File: config.mk
export PLATFORM = sky130hd
export DESIGN_NAME = lamp_sequencer
export DESIGN_NICKNAME = d
export VERILOG_FILES = /design/src/rtl/lamp_sequencer.sv
export SDC_FILE = /design/constraint.sdc
export NUM_CORES = 1
export LEC_CHECK = 0
export CORE_AREA = 2 2 83 85
export DETAILED_ROUTE_END_ITERATION = 12
export DIE_AREA = 0 0 85 87
export GPL_ROUTABILITY_DRIVEN = 1
export PLACE_DENSITY = 0.55
export SETUP_SLACK_MARGIN = 0.05
export SYNTH_ARGS = -nofsm -noshare
export SYNTH_HDL_FRONTEND = slang
export SYNTH_SLANG_ARGS = --single-unit
File: constraint.sdc
create_clock -name clk -period 6 [get_ports clk]
set_clock_uncertainty 0.05 [all_clocks]
set_input_delay 1.2 -clock clk [delete_from_list [all_inputs] [get_ports clk]]
set_output_delay 1.2 -clock clk [all_outputs]
set_load 0.01 [all_outputs]
File: src/rtl/lamp_sequencer.sv
// lamp_sequencer: plays a selected three-step lamp pattern, holding each lamp
// for a programmable dwell time, with a one-cycle all-dark gap after each
// sequence and a programmable number of repeats. Used as a stimulus source
// for the lamp-sequence alarm detector.
//
// Request semantics: start and abort are level-sampled requests with no
// separate ready. start is accepted on a rising edge where the block is in
// IDLE and abort is low; busy=0 is the equivalent of "ready". abort is honoured
// in every non-IDLE state and beats start in IDLE. reset beats both.
module lamp_sequencer #(
    parameter int DWELL_W = 8,
    parameter int REP_W   = 4
) (
    input  logic               clk,
    input  logic               reset,
    input  logic               start,
    input  logic               abort,
    input  logic [1:0]         pattern,
    input  logic [DWELL_W-1:0] dwell,
    input  logic [REP_W-1:0]   repeat_n,
    output logic               lamp1,
    output logic               lamp2,
    output logic               lamp3,
    output logic               busy,
    output logic               done,
    output logic [REP_W:0]     seq_cnt,
    output logic [2:0]         dbg_state
);

    typedef enum logic [2:0] {
        S_IDLE  = 3'd0,
        S_STEP0 = 3'd1,
        S_STEP1 = 3'd2,
        S_STEP2 = 3'd3,
        S_GAP   = 3'd4
    } state_t;

    state_t             r_state;
    state_t             w_next_state;

    // Parameters latched at start; they never follow the inputs mid-run.
    logic [1:0]         r_pattern;
    logic [DWELL_W-1:0] r_dwell;
    logic [REP_W-1:0]   r_rem;
    logic [DWELL_W-1:0] r_dcnt;
    logic [REP_W:0]     r_seq_cnt;

    logic [2:0]         r_lamps;
    logic               r_busy;
    logic               r_done;

    logic               w_accept;
    logic               w_in_step;
    logic               w_next_is_step;
    logic               w_step_entry;
    logic [DWELL_W-1:0] w_d_eff;
    logic [1:0]         w_pat_nxt;
    logic [2:0]         w_lamps_nxt;
    logic               w_busy_nxt;
    logic               w_done_nxt;

    // One-hot lamp vector {lamp3,lamp2,lamp1} for a pattern and step index.
    function automatic logic [2:0] lamp_of(input logic [1:0] pat, input logic [1:0] stp);
        logic [2:0] v;
        v = 3'b000;
        case (pat)
            2'b00: case (stp)
                2'd0:    v = 3'b001;
                2'd1:    v = 3'b010;
                2'd2:    v = 3'b100;
                default: v = 3'b000;
            endcase
            2'b01: case (stp)
                2'd0:    v = 3'b001;
                2'd1:    v = 3'b100;
                2'd2:    v = 3'b010;
                default: v = 3'b000;
            endcase
            2'b10: case (stp)
                2'd0:    v = 3'b100;
                2'd1:    v = 3'b010;
                2'd2:    v = 3'b001;
                default: v = 3'b000;
            endcase
            default: case (stp)
                2'd0:    v = 3'b001;
                2'd1:    v = 3'b010;
                2'd2:    v = 3'b001;
                default: v = 3'b000;
            endcase
        endcase
        return v;
    endfunction

    // A dwell of zero behaves as one cycle per step.
    assign w_d_eff  = (dwell == '0) ? DWELL_W'(1) : dwell;
    assign w_accept = (r_state == S_IDLE) && start && !abort;

    assign w_in_step      = (r_state == S_STEP0) || (r_state == S_STEP1) || (r_state == S_STEP2);
    assign w_next_is_step = (w_next_state == S_STEP0) || (w_next_state == S_STEP1) ||
                            (w_next_state == S_STEP2);
    assign w_step_entry   = w_next_is_step && (w_next_state != r_state);

    // State register.
    always_ff @(posedge clk) begin
        if (reset) begin
            r_state <= S_IDLE;
        end else begin
            r_state <= w_next_state;
        end
    end

    // Next-state logic: dwell counter expiry advances steps, abort exits.
    always_comb begin
        w_next_state = r_state;
        case (r_state)
            S_IDLE: begin
                if (w_accept) w_next_state = S_STEP0;
            end
            S_STEP0: begin
                if (abort)               w_next_state = S_IDLE;
                else if (r_dcnt == '0)   w_next_state = S_STEP1;
            end
            S_STEP1: begin
                if (abort)               w_next_state = S_IDLE;
                else if (r_dcnt == '0)   w_next_state = S_STEP2;
            end
            S_STEP2: begin
                if (abort)               w_next_state = S_IDLE;
                else if (r_dcnt == '0)   w_next_state = S_GAP;
            end
            S_GAP: begin
                if (abort)               w_next_state = S_IDLE;
                else if (r_rem != '0)    w_next_state = S_STEP0;
                else                     w_next_state = S_IDLE;
            end
            default: w_next_state = S_IDLE;
        endcase
    end

    // Output decode for the upcoming cycle; registered below so every
    // output lines up with the state it belongs to.
    always_comb begin
        w_pat_nxt   = (r_state == S_IDLE) ? pattern : r_pattern;
        w_lamps_nxt = 3'b000;
        w_busy_nxt  = (w_next_state != S_IDLE);
        w_done_nxt  = 1'b0;
        case (w_next_state)
            S_STEP0: w_lamps_nxt = lamp_of(w_pat_nxt, 2'd0);
            S_STEP1: w_lamps_nxt = lamp_of(w_pat_nxt, 2'd1);
            S_STEP2: w_lamps_nxt = lamp_of(w_pat_nxt, 2'd2);
            S_GAP:   w_done_nxt  = (r_rem == '0);
            default: w_lamps_nxt = 3'b000;
        endcase
    end

    // Registered outputs.
    always_ff @(posedge clk) begin
        if (reset) begin
            r_lamps <= 3'b000;
            r_busy  <= 1'b0;
            r_done  <= 1'b0;
        end else begin
            r_lamps <= w_lamps_nxt;
            r_busy  <= w_busy_nxt;
            r_done  <= w_done_nxt;
        end
    end

    // Latched run parameters, dwell counter, repeat counter and sequence count.
    always_ff @(posedge clk) begin
        if (reset) begin
            r_pattern <= 2'b00;
            r_dwell   <= '0;
            r_rem     <= '0;
            r_dcnt    <= '0;
            r_seq_cnt <= '0;
        end else if (w_accept) begin
            r_pattern <= pattern;
            r_dwell   <= w_d_eff;
            r_rem     <= repeat_n;
            r_dcnt    <= w_d_eff - DWELL_W'(1);
            r_seq_cnt <= '0;
        end else begin
            if (w_next_state == S_IDLE) begin
                r_dcnt <= '0;
            end else if (w_step_entry) begin
                r_dcnt <= r_dwell - DWELL_W'(1);
            end else if (w_in_step) begin
                r_dcnt <= r_dcnt - DWELL_W'(1);
            end

            if ((w_next_state == S_GAP) && (r_state != S_GAP)) begin
                r_seq_cnt <= r_seq_cnt + (REP_W+1)'(1);
            end

            if ((r_state == S_GAP) && (w_next_state == S_STEP0)) begin
                r_rem <= r_rem - REP_W'(1);
            end
        end
    end

    assign lamp1     = r_lamps[0];
    assign lamp2     = r_lamps[1];
    assign lamp3     = r_lamps[2];
    assign busy      = r_busy;
    assign done      = r_done;
    assign seq_cnt   = r_seq_cnt;
    assign dbg_state = r_state;

endmodule

==> impl_metrics.py <==
metrics = {
    "run_status": {
        "status": "complete, no violations",
    },
    "pwr": {
        "power.leakage_uw": 0.0008623,
        "internal-power_uw": 430.0,
        "power_density_nw_per_um2": 243.8,
        "power_frac_comb_pct": 19.6,
        "ir_drop_mv": 0.1405,
        "power_switching_uw": 154.5,
        "p_sw_share_pct": 26.44,
        "pwr-share-seq_pct": 43.0,
        "clkPwrFrac_pct": 37.3,
    },
    "cells_and_area": {
        "areaGrowthSynthToFinish_pct": 25.23,
        "diodes": 0,
        "final_common_cell": "dfxtp_1",
        "stdcell_area_sq_um": 2397,
        "nFillCells": 666,
        "nets": 277,
        "drive_above_1_share_pct": 7.031,
        "multi_input_area_sq_um": 1152,
        "final_cell_mix": "dfxtp_1 (35), clkdlybuf4s50_1 (30), nand2_1 (28)",
        "instances_no_fill": 336,
        "regArea_sq_um": 700.7,
    },
    "grt": {
        "grt_pass1_wl_microns": 7182,
        "grt_start_max_net_pins": 33,
        "gr-usage-all-layers_pct": 12.12,
        "grt_pass1_vias": 1499,
        "grt_overflow": 0,
        "antenna_found_initial": 0,
    },
    "routing": {
        "drtIter0Drc": 77,
        "drt_first_pass_iters": 4,
        "drt-total-wl_microns": 4294,
        "viasPerCell": 4.988,
        "wl_per_cell_microns": 12.78,
        "vias": 1676,
        "drc": 0,
        "antenna_left": 0,
    },
    "clock_network": {
        "tritoncts": "yes",
        "clock-sinks": 35,
        "cts_resized": 0,
        "postCtsHoldBufs": 0,
        "clock_latency_ns": 0.29,
        "cts_setup_buffers": 0,
        "htreeDepth": 2,
        "numCtsBuffers": 5,
        "clk_pin_slew_worst_paths_ns": 0.07,
        "ctsRootBufferMaster": "clkbuf_8",
        "ctsLongestPathBuffers": 2,
    },
    "sta": {
        "layout_worst_path_cycle_share_pct": 62.05,
        "rsz0062_at_grt": "no",
        "whs_ns": 0.4060,
        "hold_viol": 0,
        "setup_slack_ns": 2.277,
        "finalSetupViolCount": 0,
        "period_minus_slack_ns": 3.723,
        "timing.slew.headroom_pct": 25.19,
        "final.setup.tns_ns": 0,
        "worst_pin_slew_ns": 1.107,
        "fmax_mhz": 268.6,
        "maxSlewViolCount": 0,
    },
    "logic_synthesis": {
        "ys.flop_type": "dfxtp_1",
        "synth_edf_count": 0,
        "synthTopCellsByArea": "dfxtp_1 (37%), xor2_1 (6.4%), nand2_1 (5.5%), mux2i_1 (4.7%), xnor2_1 (4.1%)",
        "yosysTopAreaCellShare_pct": 36.60,
        "synth_seq_area_share_pct": 36.60,
        "synth_nets": 250,
        "postSynth.asyncResetShare_pct": 0,
        "ys_warn_count": 0,
        "syn_area_per_cell_sq_um": 8.396,
        "synth_top_area_cell": "dfxtp_1",
        "ys_ff_latch": 35,
        "synth_area_sq_um": 1914,
        "synth.distinct_cells": 43,
        "synthCells": 228,
    },
    "critical_path": {
        "startpoint_type": "input pin",
        "slowest_stage": "clkdlybuf4s50_1",
        "reg2reg_to": "r_dcnt[6]",
        "critPathMaxStageDelay_ns": 0.68,
        "path_buf_inv": 1,
        "ff2ff_setup_slack_ns": 2.80,
        "r2r-start": "r_dcnt[3]",
        "cp.required_ns": 6.17,
        "startpoint": "abort",
        "crit_chain": "clkdlybuf4s50_1, nor3_1, a32oi_2, mux2i_1, ha_1, nand2b_1, nor4_1, xor2_1, mux2i_1, o22ai_1",
        "cp-end-kind": "flop",
        "cp_common_cell": "mux2i_1",
        "worstPathArrival_ns": 3.89,
        "crit_family": "compound AO/OA/AOI/OAI gates",
        "crit_type": "in -> reg",
        "reg2reg_depth": 10,
        "worstPathMaxFanout": 10,
    },
    "hold_path": {
        "hold_class": "reg -> reg",
        "holdPathEnd": "r_pattern[1]",
        "hold_start": "r_pattern[1]",
        "hold_depth": 2,
    },
    "floorplan": {
        "dieArea_sq_um": 7395,
        "design.core.area_sq_um": 6569,
        "floorplan.rows": 30,
        "io_pins": 31,
        "start_util_pct": 29.14,
        "die_w_microns": 85,
        "die_h_microns": 87,
    },
    "placement": {
        "dp_cells": 328,
        "numPortBuffers": 30,
        "placed_area_sq_um": 2280,
        "detailedPlace.worstSlack_ns": 1.967,
        "dp_hpwl_microns": 3219,
        "gp_congestion": 0.7647,
    },
    "job": {
        "drv_cap": 0,
    },
}
==> cells in the mapped netlist (2+ instances only) <==
cell,instances
xor2_1,14
nor3_1,15
or3b_2,2
xnor2_1,9
nor2_1,20
a21oi_1,10
or4_1,4
nand2_1,28
dfxtp_1,35
nand2b_1,8
a211o_1,3
o21ai_0,6
nor2b_1,2
a211oi_1,6
inv_1,5
mux2i_1,9
clkbuf_1,9
o31ai_1,2
nor4_1,5
nand4_1,2
a22o_1,2
ha_1,4
nand3_1,3
o22ai_1,4
o211ai_1,3
==> worst max path at each step <==
stage / endpoint / cells after the start
global placement: r_dcnt[6] / 10
finish: r_dcnt[6] / 10
CTS: r_dcnt[6] / 10
global route: r_dcnt[6] / 10
floorplan: r_dcnt[6] / 10
detailed placement: r_dcnt[6] / 10
==> worst reg2reg max path: cells and delay by family (launching register included) <==
kind | cells | cell delay (ns)
DFF | 1 | 0.35
AOI/OAI and AO/OA | 3 | 0.85
muxes | 2 | 0.37
and+or+nand+nor | 3 | 1.07
adders and majority gates | 1 | 0.26
xor gates and xnor gates | 1 | 0.18
==> area by class of cell <==
cell class,count,share of cell area [%]
Multi-Input combinational cell,177,48.07
Sequential cell,35,29.23
Timing Repair Buffer,31,12.84
Tap cell,80,4.175
Clock buffer,6,3.445
Clock inverter,2,1.461
Inverter,5,0.7829
==> stage by stage <==
step	total power [uW]	util (%)
after floorplan	336.8	-
after CTS	592.7	36.50
after global placement	371.7	34.70
after detailed placement	371.8	34.70
final	584.5	36.50
after global routing	614.8	36.50
==> power groups by stage <==
stage / registers (uW) / logic, uW / clock network (uW)
floorplan: 255 / 81.8 / 0
global placement: 257 / 115 / 0
detailed placement: 257 / 115 / 0
CTS: 251 / 116 / 226
global route: 253 / 128 / 234
finish: 251 / 115 / 218
==> state kept, by name, summed over array words and instances, names as in the netlist <==
signal     cells
busy           1
dbg_state      3
done           1
r_dcnt         8
r_dwell        8
r_lamps        3
r_pattern      2
r_rem          4
seq_cnt        5
==> routing by layer <==
metal  global-route usage, %  routed length [microns]
met5                       0                        0
met4                   4.762                       69
met3                   2.370                       98
met2                   17.68                     1892
met1                   17.46                     2234
==> kinds of logic after synthesis <==
family          after synthesis  synth area share [%]
flops                        35                 36.60
mux                          10                 5.294
compound gates               43                 15.88
buf+inv                      16                 3.202
xor+xnor                     23                 10.52
fa+ha+maj                     4                 2.614
simple gates                 97                 25.88
No activity file was read; power rests on OpenSTA's default activity.
